[src/rtl/bf_io_pkg.sv]
// bf_io_pkg: shared definitions for the brainfuck stdio bridge.
//   - TX FSM state encodings (legacy-compatible localparams) and the enum
//     built on them.
//   - ASCII constants used by the optional newline expansion
//     (enabled with `define BF_IO_CRLF_EN).
package bf_io_pkg;

  localparam logic [7:0] ASCII_LF = 8'h0A;
  localparam logic [7:0] ASCII_CR = 8'h0D;

  localparam logic [1:0] TX_IDLE = 2'd0;
  localparam logic [1:0] TX_SENT = 2'd1;
  localparam logic [1:0] TX_BUSY = 2'd2;

  typedef enum logic [1:0] {
    IDLE = TX_IDLE,
    SENT = TX_SENT,
    BUSY = TX_BUSY
  } tx_state_e;

endpackage

[src/rtl/bf_sync_fifo.sv]
// bf_sync_fifo: single-clock circular-buffer FIFO with first-word
// fall-through output.
// Ports:
//   clk, reset  - clock, synchronous active-high reset
//   push, din   - write request and data (accepted when not full, or when
//                 full and a pop happens in the same cycle)
//   pop         - read request (ignored while empty)
//   dout        - current head, valid while !empty
//   full, empty - status flags
//   level       - occupancy, 0..DEPTH
module bf_sync_fifo #(
  parameter int unsigned WIDTH = 8,
  parameter int unsigned DEPTH = 16
) (
  input  logic                     clk,
  input  logic                     reset,
  input  logic                     push,
  input  logic                     pop,
  input  logic [WIDTH-1:0]         din,
  output logic [WIDTH-1:0]         dout,
  output logic                     full,
  output logic                     empty,
  output logic [$clog2(DEPTH):0]   level
);

  localparam int unsigned AW = $clog2(DEPTH);
  localparam logic [AW:0] LEVEL_FULL = DEPTH[AW:0];

  logic [WIDTH-1:0] mem [DEPTH];
  logic [AW-1:0]    wptr;
  logic [AW-1:0]    rptr;
  logic             do_push;
  logic             do_pop;

  assign empty   = (level == '0);
  assign full    = (level == LEVEL_FULL);
  assign do_pop  = pop && !empty;
  // A pop in the same cycle frees the slot the push needs.
  assign do_push = push && (!full || do_pop);
  assign dout    = mem[rptr];

  always_ff @(posedge clk) begin
    if (reset) begin
      wptr  <= '0;
      rptr  <= '0;
      level <= '0;
    end else begin
      if (do_push) wptr <= wptr + 1'b1;
      if (do_pop)  rptr <= rptr + 1'b1;
      case ({do_push, do_pop})
        2'b10:   level <= level + 1'b1;
        2'b01:   level <= level - 1'b1;
        default: level <= level;
      endcase
    end
  end

  always_ff @(posedge clk) begin
    if (do_push) mem[wptr] <= din;
  end

endmodule

[src/rtl/bf_io_bridge.sv]
// bf_io_bridge: buffered stdio bridge between the brainfuck core and
// uart_tx / uart_rx. Single clock domain, synchronous active-high reset.
// Optional feature: `define BF_IO_CRLF_EN expands each transmitted LF into
// CR, LF.
// Ports:
//   stdout_data/stdout_en -> TX FIFO (low byte only); stdout_ready = not full
//   uart_tx_data/uart_tx_start/uart_tx_ready - handshake with uart_tx
//   uart_rx_data/uart_rx_valid -> RX FIFO
//   stdin_data/stdin_valid/stdin_rd - fall-through RX head for the core
//   rx_overflow - sticky, a received byte was dropped
//   tx_level    - TX FIFO occupancy
module bf_io_bridge
  import bf_io_pkg::*;
#(
  parameter int unsigned DATA_VALUE_WIDTH = 32,
  parameter int unsigned TX_DEPTH         = 16,
  parameter int unsigned RX_DEPTH         = 16
) (
  input  logic                          clk,
  input  logic                          reset,
  input  logic [DATA_VALUE_WIDTH-1:0]   stdout_data,
  input  logic                          stdout_en,
  output logic                          stdout_ready,
  output logic [7:0]                    uart_tx_data,
  output logic                          uart_tx_start,
  input  logic                          uart_tx_ready,
  input  logic [7:0]                    uart_rx_data,
  input  logic                          uart_rx_valid,
  output logic [7:0]                    stdin_data,
  output logic                          stdin_valid,
  input  logic                          stdin_rd,
  output logic                          rx_overflow,
  output logic [$clog2(TX_DEPTH):0]     tx_level
);

  tx_state_e state;
  logic [7:0] tx_head;
  logic       tx_full;
  logic       tx_empty;
  logic       tx_go;
  logic       tx_pop;
  logic       rx_full;
  logic       rx_empty;
  logic [$clog2(RX_DEPTH):0] rx_level_unused;
  logic       stdout_hi_unused;

  assign stdout_hi_unused = ^stdout_data[DATA_VALUE_WIDTH-1:8];
  assign stdout_ready     = !tx_full;
  assign stdin_valid      = !rx_empty;

  bf_sync_fifo #(.WIDTH(8), .DEPTH(TX_DEPTH)) u_tx_fifo (
    .clk   (clk),
    .reset (reset),
    .push  (stdout_en && stdout_ready),
    .pop   (tx_pop),
    .din   (stdout_data[7:0]),
    .dout  (tx_head),
    .full  (tx_full),
    .empty (tx_empty),
    .level (tx_level)
  );

  bf_sync_fifo #(.WIDTH(8), .DEPTH(RX_DEPTH)) u_rx_fifo (
    .clk   (clk),
    .reset (reset),
    .push  (uart_rx_valid),
    .pop   (stdin_rd),
    .din   (uart_rx_data),
    .dout  (stdin_data),
    .full  (rx_full),
    .empty (rx_empty),
    .level (rx_level_unused)
  );

  assign tx_go = (state == IDLE) && !tx_empty && uart_tx_ready;

`ifdef BF_IO_CRLF_EN
  logic cr_done;
  logic send_cr;

  // An LF head is sent twice through IDLE: first as CR (kept in the FIFO),
  // then as itself (popped).
  assign send_cr = (tx_head == ASCII_LF) && !cr_done;
  assign tx_pop  = tx_go && !send_cr;

  always_ff @(posedge clk) begin
    if (reset)      cr_done <= 1'b0;
    else if (tx_go) cr_done <= send_cr;
  end
`else
  assign tx_pop = tx_go;
`endif

  always_ff @(posedge clk) begin
    if (reset) begin
      state         <= IDLE;
      uart_tx_start <= 1'b0;
      uart_tx_data  <= '0;
    end else begin
      uart_tx_start <= 1'b0;
      case (state)
        IDLE: if (tx_go) begin
`ifdef BF_IO_CRLF_EN
          uart_tx_data  <= send_cr ? ASCII_CR : tx_head;
`else
          uart_tx_data  <= tx_head;
`endif
          uart_tx_start <= 1'b1;
          state         <= SENT;
        end
        SENT:    if (!uart_tx_ready) state <= BUSY;
        BUSY:    if (uart_tx_ready)  state <= IDLE;
        default: state <= IDLE;
      endcase
    end
  end

  always_ff @(posedge clk) begin
    if (reset)
      rx_overflow <= 1'b0;
    else if (uart_rx_valid && rx_full && !stdin_rd)
      rx_overflow <= 1'b1;
  end

endmodule

[config.mk]
export PLATFORM = sky130hd
export DESIGN_NAME = bf_io_bridge
export DESIGN_NICKNAME = d
export VERILOG_FILES = /design/src/rtl/bf_io_pkg.sv /design/src/rtl/bf_sync_fifo.sv /design/src/rtl/bf_io_bridge.sv
export SDC_FILE = /design/constraint.sdc
export NUM_CORES = 1
export LEC_CHECK = 0
export CAP_MARGIN = 0
export CORE_MARGIN = 10
export CORE_UTILIZATION = 33
export CTS_CLUSTER_DIAMETER = 30
export CTS_CLUSTER_SIZE = 20
export DETAILED_ROUTE_END_ITERATION = 7
export SLEW_MARGIN = 40
export SYNTH_ARGS = -nofsm -noshare
export SYNTH_HDL_FRONTEND = slang
export SYNTH_SLANG_ARGS = --single-unit
[constraint.sdc]
create_clock -name clk -period 3.22 [get_ports clk]
set_input_delay 0.483 -clock clk [delete_from_list [all_inputs] [get_ports clk]]
set_output_delay 0.483 -clock clk [all_outputs]
set_load 0.01 [all_outputs]
==> impl_metrics.env <==
export IMPL_outcome="completed"
export IMPL_worstHoldStart="reset"
export IMPL_avgRoutedWirePerCell_um=19.3
export IMPL_vias=6276
export IMPL_start_util_pct=33.5
export IMPL_insertion_delay_ns=0.57
export IMPL_first_global_vias=6414
export IMPL_post_dp_hpwl_um=15900
export IMPL_worstSetupStartpointType="register"
export IMPL_syn_nets=740
export IMPL_grt_start_max_net_pins=33
export IMPL_synth_avg_cell_area_um2=17.7
export IMPL_drt_antenna_violating_nets=0
export IMPL_drv_cap=0
export IMPL_final_max_slew_viol_count=0
export IMPL_ys_flop_type="edfxtp_1"
export IMPL_via_per_inst=4.85
export IMPL_end_kind="output pin"
export IMPL_vdd_drop_max_mv=0.445
export IMPL_dp_cells=1191
export IMPL_drt_wl_total_um=25000
export IMPL_antenna_found_initial=0
export IMPL_holdBufCountCts=0
export IMPL_reg2reg_from="u_rx_fifo.level[0]"
export IMPL_portBuffers=46
export IMPL_synth_edf_count=256
export IMPL_drc=0
export IMPL_dp_slack_ns=0.145
export IMPL_r2r_slack_ns=0.22
export IMPL_drt_first_pass_iters=4
export IMPL_r2r_cells=9
export IMPL_period_share_pct=95.4
export IMPL_cp_max_fo=16
export IMPL_setup_violations=0
export IMPL_worstPathCellList="buf_12 > mux4_1 > mux4_2 > dlygate4sd2_1"
export IMPL_grt_pass1_wl_um=38600
export IMPL_finClkSkew_ns=0.00909
export IMPL_synth_cell_types=52
export IMPL_die_h_um=211
export IMPL_drt_iter0_markers=329
export IMPL_worst_pin_slew_ns=0.813
export IMPL_root_buffer="clkbuf_16"
export IMPL_synth_top_area_share_pct=64.1
export IMPL_async_flop_share_pct=0
export IMPL_hp_class="in2reg"
export IMPL_fp_dieW_um=211
export IMPL_critical_path_class="reg2out"
export IMPL_cts_made_buffers=55
export IMPL_worst_slack_ns=0.148
export IMPL_powerDensity_nw_per_um2=810
export IMPL_final_fill_count=3178
export IMPL_grt_setup_unrepaired="no"
export IMPL_critPathRequiredTime_ns=2.74
export IMPL_htree_levels=2
export IMPL_finalHoldViolCount=0
export IMPL_coreArea_um2=35700
export IMPL_io_pins=71
export IMPL_post_synth_top_area_cell="edfxtp_1"
export IMPL_slew_headroom_pct=45.6
export IMPL_antennaDiodeCount=0
export IMPL_row_count=69
export IMPL_areaGrowthSynthToFinish_pct=26.2
export IMPL_finalCriticalPeriod_ns=3.07
export IMPL_cts_buffer_depth=3
export IMPL_worstPathArrival_ns=2.59
export IMPL_fin_nets=853
export IMPL_grt_overflow=0
export IMPL_ys_seq_area_share_pct=71.2
export IMPL_cts_tree="done"
export IMPL_timing_rr_end="u_rx_fifo.level[4]"
export IMPL_power_leakage_nw=5.09
export IMPL_tns_ns=0
export IMPL_hold_depth=2
export IMPL_postSynthCellCount=676
export IMPL_path_buf_inv=2
export IMPL_crit_path_max_incr_delay_ns=0.62
export IMPL_synth_most_common_cell="edfxtp_1"
export IMPL_path_clk_slew_ns=0.05
export IMPL_die_area_um2=44300
export IMPL_final_layout_size_suffix_gt1_share_pct=22.9
export IMPL_synth_cell_area_um2=12000
export IMPL_fmax_mhz=326
export IMPL_ys_ff_latch=298
export IMPL_gp_congestion=0.788
export IMPL_yosys_top_cells_count="256 x edfxtp_1, 65 x nor2_1, 48 x mux2i_1, 42 x dfxtp_1, 28 x mux4_1"
export IMPL_grt_usage_pct=11.5
export IMPL_whs_ns=0.353
export IMPL_slowest_stage="mux4_1"
export IMPL_ys_warn_count=0
export IMPL_numClockSinks=298
export IMPL_synth_area_leaders="edfxtp_1 64%, dfxtp_1 7.0%, mux4_1 6.1%, mux4_2 4.3%, mux2i_1 4.0%"
export IMPL_hold_path_end="rx_overflow"
export IMPL_final_cells=1294
export IMPL_total_power_mw=12.3
export IMPL_critPathTopFamily="multiplexers"
-- worst reg2reg max path, cell delays in order (launching register included) --
cell and delay [ns]:
dfxtp_1 0.35, or4_4 0.59, o21ai_2 0.21, inv_1 0.07
ha_1 0.26, fa_1 0.43, a21o_1 0.19, a21oi_1 0.21
mux2i_1 0.23, mux2_2 0.35
-- cells in the final DEF, fill, tap and decap left out, drive strengths merged, types with 13 or more instances in the layout --
| master | Yosys | final |
|---|---|---|
| edfxtp | 256 | 256 |
| nor2 | 65 | 65 |
| clkbuf | 18 | 57 |
| buf | 22 | 51 |
| mux4 | 51 | 51 |
| mux2i | 48 | 48 |
| dfxtp | 42 | 42 |
| clkdlybuf4s50 | 0 | 37 |
| inv | 9 | 31 |
| o22ai | 22 | 22 |
| ha | 17 | 17 |
| nand2 | 15 | 15 |
| xor2 | 14 | 14 |
| nor3 | 14 | 14 |
| clkinv | 0 | 13 |
-- flip-flops by register name, indices dropped and copies added (netlist names), named ones only --
name             count
u_rx_fifo.wptr       4
u_tx_fifo.level      5
rx_overflow          1
state                2
uart_tx_start        1
u_rx_fifo.rptr       4
u_tx_fifo.rptr       4
u_tx_fifo.mem      128
u_rx_fifo.mem      128
uart_tx_data         8
u_rx_fifo.level      5
u_tx_fifo.wptr       4
-- through the flow --
stage	area (µm²)	util, %
5_1_grt	15100	42.3
3_3_place_gp	13200	37.0
3_5_place_dp	13200	37.0
6_report	15100	42.3
4_1_cts	15100	42.3
2_1_floorplan	12000	-
-- layer usage --
| metal | track usage, % | vias to the layer above | wire length, µm |
|---|---|---|---|
| met5 | 0 | - | 0 |
| met1 | 14.9 | 3143 | 11100 |
| met2 | 17.7 | 152 | 11700 |
| met3 | 3.09 | 41 | 1580 |
| li1 | - | 2940 | - |
| met4 | 4.87 | 0 | 593 |
-- power breakdown --
group	total (mW)	switching [mW]	internal, mW
clock network	5.69	2.10	3.60
registers	4.58	0.179	4.40
logic	1.98	1.01	0.970
total	12.3	3.28	8.97
-- cell type report --
cell class                 count  area [µm²]  area share, %
sequential                   298        8530           56.4
tap                          461         577           3.81
clock inverter                44         479           3.17
multi-input combinational    329        3210           21.3
timing repair buffer          96         878           5.81
inverter                       9        33.8          0.223
clock buffer                  57        1400           9.29
-- kinds of logic (layout without fill, tap and decap cells) --
family	count (synthesis)	in the layout	synth area share (%)
xor+xnor	20	20	1.46
flops	298	298	71.2
simple gates	127	127	5.01
mux	102	102	14.8
fa+ha+maj	18	18	1.94
compound gates	62	62	3.65
buf+inv	49	206	2.01
-- timing repair --
action,4_1_cts,5_1_grt
setup buffers,1,0
gates resized for setup,12,1
setup endpoints to repair,8,1
gates cloned,1,0
-- worst max-delay path by stage --
stage	start	to	depth (start not counted)
floorplan	uart_tx_ready	u_tx_fifo.level[4]	11
global placement	uart_tx_ready	u_tx_fifo.level[4]	10
detailed placement	stdin_rd	u_rx_fifo.level[4]	10
CTS	register	stdin_data[1]	4
global route	u_rx_fifo.level[0]	u_rx_fifo.level[4]	9
finish	register	stdin_data[1]	4
No activity file was read; power rests on OpenSTA's default activity.
